**config.mk**
```make
export PLATFORM = sky130hd
export DESIGN_NAME = sr_pulse_driver
export DESIGN_NICKNAME = d
export VERILOG_FILES = /design/src/rtl/sr_pkg.sv /design/src/rtl/sr_debounce_ch.sv /design/src/rtl/sr_pulse_driver.sv
export SDC_FILE = /design/constraint.sdc
export NUM_CORES = 1
export LEC_CHECK = 0
export CORE_ASPECT_RATIO = 0.8
export CORE_MARGIN = 1
export CORE_UTILIZATION = 43
export CTS_BUF_LIST = sky130_fd_sc_hd__clkbuf_16
export DETAILED_ROUTE_END_ITERATION = 6
export HOLD_SLACK_MARGIN = 0.06
export PLACE_DENSITY = 0.63
export SYNTH_ARGS = -nofsm -noshare
export SYNTH_HDL_FRONTEND = slang
export SYNTH_HIERARCHICAL = 1
export SYNTH_SLANG_ARGS = --single-unit
```
**constraint.sdc**
```tcl
create_clock -name clk -period 2.5 [get_ports clk]
set_input_delay 0.75 -clock clk [delete_from_list [all_inputs] [get_ports clk]]
set_output_delay 0.75 -clock clk [all_outputs]
set_load 0.05 [all_outputs]
```
**src/rtl/sr_pkg.sv**
```systemverilog
// -----------------------------------------------------------------------------
// sr_pkg
// Shared types and constants for the SR pulse driver: FSM state encoding,
// default parameter values and counter widths sized for the parameter ranges.
// -----------------------------------------------------------------------------
package sr_pkg;

  // Default parameter values
  localparam int unsigned DEF_DEBOUNCE_CYCLES = 4;
  localparam int unsigned DEF_PULSE_WIDTH     = 2;

  // Counter widths cover the full legal ranges (1..255 and 1..15)
  localparam int unsigned DEB_CNT_W   = 8;
  localparam int unsigned PULSE_CNT_W = 4;

  // Pulse FSM states
  typedef enum logic [1:0] {
    IDLE    = 2'd0,
    PULSE_S = 2'd1,
    PULSE_R = 2'd2
  } sr_state_t;

endpackage

```
**src/rtl/sr_debounce_ch.sv**
```systemverilog
// -----------------------------------------------------------------------------
// sr_debounce_ch
// One push-button channel: 2-flop synchronizer, debounce counter producing a
// stable level, and a one-cycle request on each 0->1 change of that level.
//
// Ports:
//   i_clk   - clock
//   i_rst   - asynchronous active-high reset
//   i_btn   - raw, asynchronous, bouncy button input
//   o_rise  - one-cycle request, high the cycle after the stable level rises
// -----------------------------------------------------------------------------
module sr_debounce_ch
  import sr_pkg::*;
#(
  parameter int unsigned DEBOUNCE_CYCLES = DEF_DEBOUNCE_CYCLES
) (
  input  logic i_clk,
  input  logic i_rst,
  input  logic i_btn,
  output logic o_rise
);

  // The count reaching DEBOUNCE_CYCLES corresponds to the counter holding
  // DEBOUNCE_CYCLES-1 on a cycle that still disagrees.
  localparam logic [DEB_CNT_W-1:0] CNT_LAST = DEB_CNT_W'(DEBOUNCE_CYCLES - 1);

  logic                 r_sync1;
  logic                 r_sync2;
  logic                 r_stable;
  logic                 r_rise;
  logic [DEB_CNT_W-1:0] r_cnt;

  // Two-flop synchronizer for the asynchronous button
  always_ff @(posedge i_clk or posedge i_rst) begin
    if (i_rst) begin
      r_sync1 <= 1'b0;
      r_sync2 <= 1'b0;
    end else begin
      r_sync1 <= i_btn;
      r_sync2 <= r_sync1;
    end
  end

  // Debounce counter and stable level; the request is registered on the
  // same edge the stable level rises.
  always_ff @(posedge i_clk or posedge i_rst) begin
    if (i_rst) begin
      r_stable <= 1'b0;
      r_cnt    <= '0;
      r_rise   <= 1'b0;
    end else begin
      r_rise <= 1'b0;
      if (r_sync2 == r_stable) begin
        r_cnt <= '0;
      end else if (r_cnt == CNT_LAST) begin
        r_stable <= ~r_stable;
        r_cnt    <= '0;
        r_rise   <= ~r_stable;
      end else begin
        r_cnt <= r_cnt + DEB_CNT_W'(1);
      end
    end
  end

  assign o_rise = r_rise;

endmodule

```
**src/rtl/sr_pulse_driver.sv**
```systemverilog
// -----------------------------------------------------------------------------
// sr_pulse_driver
// Debounces set/reset push-buttons and drives fixed-width S/R pulses to a
// downstream SR latch, keeping a registered model of the latch state.
//
// Ports:
//   clk       - sole clock, rising edge
//   reset     - asynchronous active-high reset
//   set_btn   - raw bouncy set button
//   reset_btn - raw bouncy reset button
//   S         - set pulse, PULSE_WIDTH cycles per accepted set request
//   R         - reset pulse, PULSE_WIDTH cycles per accepted reset request
//   Q         - registered latch state model
//   Qbar      - complement of Q
//   conflict  - one-cycle flag when set and reset requests coincide in IDLE
// -----------------------------------------------------------------------------
module sr_pulse_driver
  import sr_pkg::*;
#(
  parameter int unsigned DEBOUNCE_CYCLES = DEF_DEBOUNCE_CYCLES,
  parameter int unsigned PULSE_WIDTH     = DEF_PULSE_WIDTH
) (
  input  logic clk,
  input  logic reset,
  input  logic set_btn,
  input  logic reset_btn,
  output logic S,
  output logic R,
  output logic Q,
  output logic Qbar,
  output logic conflict
);

  // Counter counts down to zero, so a pulse spans PULSE_WIDTH cycles
  localparam logic [PULSE_CNT_W-1:0] PCNT_LOAD = PULSE_CNT_W'(PULSE_WIDTH - 1);

  logic w_set_req;
  logic w_reset_req;

  sr_state_t              r_state;
  logic [PULSE_CNT_W-1:0] r_pcnt;
  logic                   r_s;
  logic                   r_r;
  logic                   r_q;
  logic                   r_qbar;
  logic                   r_conflict;

  // Button channels
  sr_debounce_ch #(
    .DEBOUNCE_CYCLES(DEBOUNCE_CYCLES)
  ) u_set_ch (
    .i_clk  (clk),
    .i_rst  (reset),
    .i_btn  (set_btn),
    .o_rise (w_set_req)
  );

  sr_debounce_ch #(
    .DEBOUNCE_CYCLES(DEBOUNCE_CYCLES)
  ) u_reset_ch (
    .i_clk  (clk),
    .i_rst  (reset),
    .i_btn  (reset_btn),
    .o_rise (w_reset_req)
  );

  // Pulse FSM with registered outputs; requests outside IDLE are dropped
  always_ff @(posedge clk or posedge reset) begin
    if (reset) begin
      r_state    <= IDLE;
      r_pcnt     <= '0;
      r_s        <= 1'b0;
      r_r        <= 1'b0;
      r_q        <= 1'b0;
      r_qbar     <= 1'b1;
      r_conflict <= 1'b0;
    end else begin
      r_conflict <= 1'b0;
      case (r_state)
        IDLE: begin
          if (w_set_req && w_reset_req) begin
            r_conflict <= 1'b1;
          end else if (w_set_req) begin
            r_state <= PULSE_S;
            r_s     <= 1'b1;
            r_q     <= 1'b1;
            r_qbar  <= 1'b0;
            r_pcnt  <= PCNT_LOAD;
          end else if (w_reset_req) begin
            r_state <= PULSE_R;
            r_r     <= 1'b1;
            r_q     <= 1'b0;
            r_qbar  <= 1'b1;
            r_pcnt  <= PCNT_LOAD;
          end
        end
        PULSE_S: begin
          if (r_pcnt == '0) begin
            r_state <= IDLE;
            r_s     <= 1'b0;
          end else begin
            r_pcnt <= r_pcnt - PULSE_CNT_W'(1);
          end
        end
        PULSE_R: begin
          if (r_pcnt == '0) begin
            r_state <= IDLE;
            r_r     <= 1'b0;
          end else begin
            r_pcnt <= r_pcnt - PULSE_CNT_W'(1);
          end
        end
        default: begin
          r_state <= IDLE;
          r_s     <= 1'b0;
          r_r     <= 1'b0;
        end
      endcase
    end
  end

  assign S        = r_s;
  assign R        = r_r;
  assign Q        = r_q;
  assign Qbar     = r_qbar;
  assign conflict = r_conflict;

endmodule

```
==> impl_metrics.prom, run 1 <==
# TYPE chip_impl_metric gauge
chip_impl_metric{name="p_total",unit="W"} 0.00210
chip_impl_metric{name="floorplan.die.width",unit="um"} 73.2
chip_impl_metric{name="worst_ep_arrival_time",unit="ns"} 1.58
chip_impl_info{name="crit_path_cell_trace",value="clkdlybuf4s50_1"} 1
chip_impl_metric{name="synth_cell_type_count",unit=""} 35
chip_impl_metric{name="final.setup.tns",unit="ns"} 0
chip_impl_metric{name="first_global_vias",unit=""} 1161
chip_impl_metric{name="drt-met1-wl",unit="mm"} 1.50
chip_impl_metric{name="placedCellCount",unit=""} 225
chip_impl_metric{name="htreeDepth",unit=""} 2
chip_impl_info{name="timing_worst_setup_path_type",value="reg -> out"} 1
chip_impl_metric{name="cts_buffer_depth",unit=""} 2
chip_impl_metric{name="max_stage_delay",unit="ns"} 0.79
chip_impl_metric{name="detailedPlacementHpwl",unit="mm"} 2.27
chip_impl_metric{name="cts_buffers",unit=""} 5
chip_impl_metric{name="postRouteAntennaNets",unit=""} 0
chip_impl_metric{name="detailedRoute.firstIterationViolations",unit=""} 48
chip_impl_metric{name="area.growth.synth_to_final",unit="%"} 15.4
chip_impl_metric{name="worstPathRequired",unit="ns"} 1.75
chip_impl_metric{name="grt_antenna_before_repair",unit=""} 0
chip_impl_metric{name="clkSinkCount",unit=""} 35
chip_impl_info{name="final_common_cell",value="dfrtp_1"} 1
chip_impl_metric{name="timing.max_slew.rel_slack",unit=""} 0.669
chip_impl_metric{name="buffer_ports.inserted",unit=""} 8
chip_impl_metric{name="dieHeight",unit="um"} 58.9
chip_impl_metric{name="yosys_register_bits",unit=""} 35
chip_impl_metric{name="setup_viol",unit=""} 0
chip_impl_metric{name="drt-vias-per-instance",unit=""} 5.18
chip_impl_metric{name="postCtsHoldBufs",unit=""} 0
chip_impl_metric{name="synth_area_per_cell",unit="sq um"} 10.6
chip_impl_info{name="capturing_element_type_of_the_critical_path",value="output pin"} 1
chip_impl_info{name="critical_path_cell_with_the_highest_stage_delay",value="clkdlybuf4s50_1"} 1
chip_impl_metric{name="netlist_area",unit="sq mm"} 0.00174
chip_impl_metric{name="critPathBufInv",unit=""} 1
chip_impl_metric{name="synth_enable_flop_cells",unit=""} 0
chip_impl_metric{name="final.period_utilization",unit=""} 0.934
chip_impl_metric{name="timing.final.max_slew_violations",unit=""} 0
chip_impl_metric{name="grt_pass1_wl",unit="mm"} 5.25
chip_impl_metric{name="drt_pass1_iterations",unit=""} 4
chip_impl_metric{name="fraction_of_final_layout_cells_with_drive_strength_greater_than_1",unit=""} 0.0899
chip_impl_info{name="root_buffer",value="clkbuf_16"} 1
chip_impl_metric{name="number_of_max_capacitance_violations_reported",unit=""} 0
chip_impl_metric{name="cts_resized",unit=""} 0
chip_impl_metric{name="met2_wire_len",unit="mm"} 1.40
chip_impl_metric{name="post_route_drc",unit=""} 0
chip_impl_info{name="critical_path_startpoint_category",value="flop"} 1
chip_impl_metric{name="warnings_from_yosys",unit=""} 6
chip_impl_metric{name="dpl_cell_area",unit="sq mm"} 0.00187
chip_impl_info{name="crit_family",value="buffers and inverters"} 1
chip_impl_metric{name="final_design_area_no_fill",unit="sq mm"} 0.00201
chip_impl_metric{name="placement_rows",unit=""} 20
chip_impl_metric{name="route.final.wire_length",unit="mm"} 3.04
chip_impl_metric{name="clockPowerShare",unit=""} 0.272
chip_impl_metric{name="p_int",unit="W"} 0.00134
chip_impl_metric{name="routed-via-count",unit=""} 1206
chip_impl_metric{name="finalWorstPathRequiredPeriod",unit="ns"} 2.33
chip_impl_metric{name="finalHoldViolations",unit=""} 0
chip_impl_metric{name="finalClockSkew",unit="ns"} 0.00626
chip_impl_metric{name="routed_wire_length_per_instance",unit="um"} 13.0
chip_impl_metric{name="worst_hold_slack",unit="ns"} 0.345
chip_impl_metric{name="grt_use_total",unit=""} 0.167
chip_impl_metric{name="crit_path_max_fanout",unit=""} 2
chip_impl_metric{name="highest_clock_rate",unit="MHz"} 428
chip_impl_metric{name="switching_share",unit=""} 0.364
chip_impl_metric{name="initial_utilization",unit=""} 0.455
chip_impl_metric{name="postSynthNetCount",unit=""} 179
chip_impl_metric{name="sequentialPowerShare",unit=""} 0.378
chip_impl_metric{name="routabilityCongestion",unit=""} 0.821
chip_impl_metric{name="globalRouteOverflowTotal",unit=""} 0
chip_impl_metric{name="sequential_element_share_of_the_synthesized_area",unit=""} 0.503
chip_impl_metric{name="combinational_power_share",unit=""} 0.350
chip_impl_metric{name="grt_max_degree",unit=""} 13
chip_impl_info{name="cts_tree",value="done"} 1
chip_impl_metric{name="die-area",unit="sq mm"} 0.00431
chip_impl_info{name="route.top_layer_used",value="met4"} 1
chip_impl_metric{name="boundaryPins",unit=""} 9
chip_impl_metric{name="pwr_density_cell",unit="mW/mm^2"} 1050
chip_impl_info{name="outcome",value="completed"} 1
chip_impl_info{name="postSynth.topFlopCell",value="dfrtp_1"} 1
chip_impl_metric{name="met3_wirelength_from_detailed_routing",unit="um"} 88
chip_impl_metric{name="fill_cell_count",unit=""} 347
chip_impl_info{name="layout_common_cells",value="dfrtp_1, inv_1, o21ai_0, nor2_1, nand3_1"} 1
chip_impl_metric{name="worst_pin_slew",unit="ns"} 0.495
chip_impl_metric{name="clk_transition_reported_paths",unit="ns"} 0.05
chip_impl_metric{name="stdcell_count",unit=""} 233
chip_impl_info{name="rsz0062_at_grt",value="no"} 1
chip_impl_metric{name="core_area",unit="sq mm"} 0.00383
chip_impl_metric{name="async_flop_share",unit=""} 1.00
chip_impl_metric{name="cts_setup_buffers",unit=""} 0
chip_impl_metric{name="peakVddDrop",unit="mV"} 0.477
chip_impl_metric{name="total_switching_power",unit="W"} 0.000766
chip_impl_info{name="worstHoldPathType",value="reg -> reg"} 1
chip_impl_metric{name="clkLatencyLatePin",unit="ns"} 0.27
chip_impl_metric{name="power.leakage",unit="nW"} 0.837
chip_impl_metric{name="synthCells",unit=""} 165
chip_impl_metric{name="insertedDiodeCount",unit=""} 0
chip_impl_metric{name="finalNetCount",unit=""} 191
==> cells in the mapped netlist, types with 3 or more instances <==
| library cell | number | area, sq um |
|---|---|---|
| nand2_1 | 8 | 30.0 |
| nand3_1 | 13 | 65.1 |
| dfrtp_1 | 34 | 851 |
| a21oi_1 | 5 | 25.0 |
| o21ai_0 | 14 | 70.1 |
| xnor2_1 | 4 | 35.0 |
| or3_1 | 6 | 37.5 |
| xor2_1 | 4 | 35.0 |
| ha_1 | 10 | 125 |
| nand3b_1 | 3 | 22.5 |
| nor3b_1 | 3 | 22.5 |
| nor2_1 | 14 | 52.6 |
| nand4_1 | 3 | 18.8 |
| inv_1 | 14 | 52.6 |
==> layout make-up <==
| class | count | area [sq um] | area share |
|---|---|---|---|
| multi-input combinational | 113 | 795 | 0.395 |
| clock inverter | 3 | 12.5 | 0.00622 |
| clock buffer | 5 | 125 | 0.0622 |
| tap | 55 | 68.8 | 0.0342 |
| timing repair buffer | 8 | 80.1 | 0.0398 |
| inverter | 14 | 52.6 | 0.0261 |
| sequential | 35 | 877 | 0.436 |
==> final timing paths <==
kind	startpoint	endpoint	slack, ns	cells after the start
max	Qbar	Qbar	0.17	1
min	u_set_ch/r_sync1	u_set_ch/r_sync2	0.35	0
max reg2reg	r_pcnt[0]	R	0.47	5
min reg2reg	u_set_ch/r_sync1	u_set_ch/r_sync2	0.35	0
max in group asynchronous	reset	Qbar	1.32	2
min in group asynchronous	reset	u_reset_ch/r_stable	0.84	2
==> through the flow <==
step,utilization,worst slack [ns]
after floorplan,-,0.614
after global placement,0.489,0.454
after detailed placement,0.489,0.449
after CTS,0.525,0.158
after global routing,0.525,0.126
final,0.525,0.166
==> layer usage <==
metal	up-vias	track usage
li1	608	-
met1	579	0.223
met2	15	0.247
met3	4	0.0497
met4	0	0.0868
met5	-	0
==> registers in the layout (all words and copies together), names as in the netlist <==
name / flops
u_reset_ch/r_cnt: 8
u_set_ch/r_cnt: 8
r_pcnt: 4
r_state: 2
Q: 1
Qbar: 1
R: 1
S: 1
conflict: 1
u_reset_ch/o_rise: 1
u_reset_ch/r_stable: 1
u_reset_ch/r_sync1: 1
u_reset_ch/r_sync2: 1
u_set_ch/o_rise: 1
u_set_ch/r_stable: 1
u_set_ch/r_sync1: 1
u_set_ch/r_sync2: 1
==> kinds of logic after synthesis <==
family	Yosys count	synth area share
buffers and inverters	17	0.0409
adder cells (fa/ha/maj)	10	0.0718
flip-flops	35	0.503
multiplexers	4	0.0302
AND/OR/NAND/NOR	58	0.180
XOR/XNOR	8	0.0402
AO/OA/AOI/OAI	33	0.134
==> power by group through the flow <==
| stage | combinational, W | clock (W) | sequential (W) |
|---|---|---|---|
| finish | 0.000736 | 0.000572 | 0.000795 |
| global route | 0.000829 | 0.000621 | 0.000812 |
| CTS | 0.000741 | 0.000590 | 0.000795 |
| detailed placement | 0.000739 | 0 | 0.000803 |
| global placement | 0.000714 | 0 | 0.000795 |
| floorplan | 0.000502 | 0 | 0.000868 |
No activity file was read; power rests on OpenSTA's default activity.
==> run 2, diff against run 1 <==
--- a/config.mk
+++ b/config.mk
@@ -11,7 +11,7 @@
 export CTS_BUF_LIST = sky130_fd_sc_hd__clkbuf_16
 export DETAILED_ROUTE_END_ITERATION = 6
 export HOLD_SLACK_MARGIN = 0.06
-export PLACE_DENSITY = 0.63
+export PLACE_DENSITY = 0.69
 export SYNTH_ARGS = -nofsm -noshare
 export SYNTH_HDL_FRONTEND = slang
 export SYNTH_HIERARCHICAL = 1
==> run 2 against run 1 <==
Sequential cell count stayed put. Critical path depth stayed put. Largest cell class unchanged. Sequential power hardly changed. Cell count stayed put. Count of clock-buffer cells in the layout stayed put. Core utilization is 0.69 points higher. Worst hold slack better by 0.0085 ns.
==> impl_metrics.prom, run 2 (synthesis gave the netlist of run 1 again) <==
# TYPE chip_impl_metric gauge
chip_impl_metric{name="critPathBufInv",unit=""} 1
chip_impl_metric{name="postCtsHoldBufs",unit=""} 0
chip_impl_metric{name="stdcell_count",unit=""} 233
chip_impl_metric{name="fraction_of_final_layout_cells_with_drive_strength_greater_than_1",unit=""} 0.0955
chip_impl_metric{name="globalRouteOverflowTotal",unit=""} 0
chip_impl_metric{name="placement_rows",unit=""} 20
chip_impl_metric{name="finalClockSkew",unit="ns"} 0.00389
chip_impl_metric{name="multi_input_comb_area",unit="sq um"} 795
chip_impl_metric{name="floorplan.die.width",unit="um"} 73.2
chip_impl_info{name="reg.largest.list",value="u_reset_ch/r_cnt (8), u_set_ch/r_cnt (8), r_pcnt (4)"} 1
chip_impl_metric{name="buffer_ports.inserted",unit=""} 8
chip_impl_info{name="crit_family",value="buffers and inverters"} 1
chip_impl_info{name="worstHoldPathType",value="reg -> reg"} 1
chip_impl_metric{name="pwr_density_cell",unit="mW/mm^2"} 1100
chip_impl_metric{name="final_design_area_no_fill",unit="sq mm"} 0.00204
chip_impl_metric{name="grt_use_total",unit=""} 0.184
chip_impl_metric{name="clkLatencyLatePin",unit="ns"} 0.28
chip_impl_metric{name="clk_transition_reported_paths",unit="ns"} 0.05
chip_impl_info{name="cts_tree",value="done"} 1
chip_impl_metric{name="die-area",unit="sq mm"} 0.00431
chip_impl_info{name="critical_path_cell_with_the_highest_stage_delay",value="clkdlybuf4s50_1"} 1
chip_impl_metric{name="max_stage_delay",unit="ns"} 0.79
chip_impl_metric{name="timing.max_slew.rel_slack",unit=""} 0.668
chip_impl_info{name="crit_path_cell_trace",value="clkdlybuf4s50_1"} 1
chip_impl_metric{name="detailedPlacementHpwl",unit="mm"} 2.34
chip_impl_metric{name="clkSinkCount",unit=""} 35
chip_impl_metric{name="grt_max_degree",unit=""} 13
chip_impl_metric{name="finalNetCount",unit=""} 191
chip_impl_metric{name="core_area",unit="sq mm"} 0.00383
chip_impl_metric{name="layout_setup_ws",unit="ns"} 0.156
chip_impl_info{name="outcome",value="completed"} 1
chip_impl_metric{name="worst_ep_arrival_time",unit="ns"} 1.59
chip_impl_metric{name="power.leakage",unit="nW"} 0.842
chip_impl_metric{name="finalWorstPathRequiredPeriod",unit="ns"} 2.34
chip_impl_metric{name="htreeDepth",unit=""} 2
chip_impl_metric{name="cts_setup_buffers",unit=""} 0
chip_impl_info{name="layout_common_cells",value="dfrtp_1, o21ai_0, nor2_1, inv_1, nand3_1"} 1
chip_impl_metric{name="finalHoldViolations",unit=""} 0
chip_impl_metric{name="post_route_drc",unit=""} 0
chip_impl_metric{name="whs_path_depth",unit=""} 0
chip_impl_info{name="critical_path_startpoint_category",value="flop"} 1
chip_impl_info{name="timing_worst_setup_path_type",value="reg -> out"} 1
chip_impl_metric{name="final.period_utilization",unit=""} 0.938
chip_impl_metric{name="peakVddDrop",unit="mV"} 0.440
chip_impl_metric{name="setup_viol",unit=""} 0
chip_impl_info{name="root_buffer",value="clkbuf_16"} 1
chip_impl_metric{name="dieHeight",unit="um"} 58.9
chip_impl_metric{name="highest_clock_rate",unit="MHz"} 427
chip_impl_info{name="regToRegStartpoint",value="r_pcnt[0]"} 1
chip_impl_metric{name="routed-via-count",unit=""} 1279
chip_impl_metric{name="fill_cell_count",unit=""} 331
chip_impl_info{name="rsz0062_at_grt",value="no"} 1
chip_impl_info{name="critical_path.reg2reg.endpoint",value="R"} 1
chip_impl_metric{name="routed_wire_length_per_instance",unit="um"} 13.7
chip_impl_metric{name="register_to_register_path_setup_slack",unit="ns"} 0.45
chip_impl_info{name="whs_endpoint",value="u_reset_ch/r_sync2"} 1
chip_impl_metric{name="timing.final.max_slew_violations",unit=""} 0
chip_impl_metric{name="initial_utilization",unit=""} 0.455
chip_impl_metric{name="p_total",unit="W"} 0.00223
chip_impl_metric{name="number_of_max_capacitance_violations_reported",unit=""} 0
chip_impl_info{name="capturing_element_type_of_the_critical_path",value="output pin"} 1
chip_impl_metric{name="crit_path_max_fanout",unit=""} 2
chip_impl_info{name="final_common_cell",value="dfrtp_1"} 1
chip_impl_metric{name="route.final.wire_length",unit="mm"} 3.20
chip_impl_metric{name="grt_pass1_wl",unit="mm"} 5.71
chip_impl_metric{name="worstPathRequired",unit="ns"} 1.75
chip_impl_metric{name="grt_antenna_before_repair",unit=""} 0
chip_impl_metric{name="final-seq-area",unit="sq um"} 877
chip_impl_info{name="hp-start",value="u_reset_ch/r_sync1"} 1
chip_impl_metric{name="placedCellCount",unit=""} 225
chip_impl_metric{name="cts_resized",unit=""} 0
chip_impl_metric{name="final.setup.tns",unit="ns"} 0
chip_impl_metric{name="insertedDiodeCount",unit=""} 0
chip_impl_metric{name="cts_buffers",unit=""} 5
chip_impl_info{name="cp-startpoint",value="Qbar"} 1
chip_impl_metric{name="detailedRoute.firstIterationViolations",unit=""} 93
chip_impl_metric{name="postRouteAntennaNets",unit=""} 0
chip_impl_metric{name="worst_pin_slew",unit="ns"} 0.497
chip_impl_metric{name="placement.setup.worst_slack",unit="ns"} 0.450
chip_impl_metric{name="cts_buffer_depth",unit=""} 2
chip_impl_metric{name="drt_pass1_iterations",unit=""} 4
chip_impl_metric{name="drt-vias-per-instance",unit=""} 5.49
chip_impl_metric{name="area.growth.synth_to_final",unit="%"} 16.9
chip_impl_metric{name="reg2regPathDepth",unit=""} 5
chip_impl_metric{name="routabilityCongestion",unit=""} 0.834
chip_impl_metric{name="first_global_vias",unit=""} 1299
chip_impl_metric{name="dpl_cell_area",unit="sq mm"} 0.00187
chip_impl_metric{name="boundaryPins",unit=""} 9
==> run 2: cell types whose count changed in the layout (fill, tap and decap cells not counted) <==
cell	change
bufinv_16	+1
clkinv_1	+1
inv_1	-2
==> run 2: power breakdown <==
part,internal [W],total (W),leakage [nW],switching (W)
Clock,0.000464,0.000695,0.0812,0.000230
Combinational,0.000292,0.000740,0.308,0.000448
Sequential,0.000686,0.000798,0.453,0.000112
Total,0.00144,0.00223,0.842,0.000790
==> run 2: layer usage <==
| metal | track usage | share of wire | wire length (um) |
|---|---|---|---|
| met2 | 0.324 | 0.49 | 1570 |
| met5 | 0 | 0 | 0 |
| met1 | 0.202 | 0.45 | 1450 |
| met4 | 0.0840 | 0.020 | 63 |
| met3 | 0.0616 | 0.037 | 117 |
==> run 2: how the worst max path moves through the flow <==
stage	end	cells past startpoint
final	Qbar	1
after global routing	Qbar	1
after CTS	Qbar	1
after detailed placement	Qbar	1
after global placement	Qbar	1
after floorplan	R	6
==> run 2: through the flow <==
stage | hold slack [ns] | utilization
floorplan | 0.331 | -
global placement | 0.333 | 0.489
detailed placement | 0.346 | 0.489
CTS | 0.358 | 0.532
global route | 0.366 | 0.532
finish | 0.354 | 0.532
==> run 2: final cells by class <==
type | count | share of cell area
multi-input cells | 113 | 0.390
repair buffers | 8 | 0.0393
inverters | 14 | 0.0258
clock buffers | 5 | 0.0614
clock inverters | 3 | 0.0190
flip-flops and latches | 35 | 0.431
well taps | 55 | 0.0338
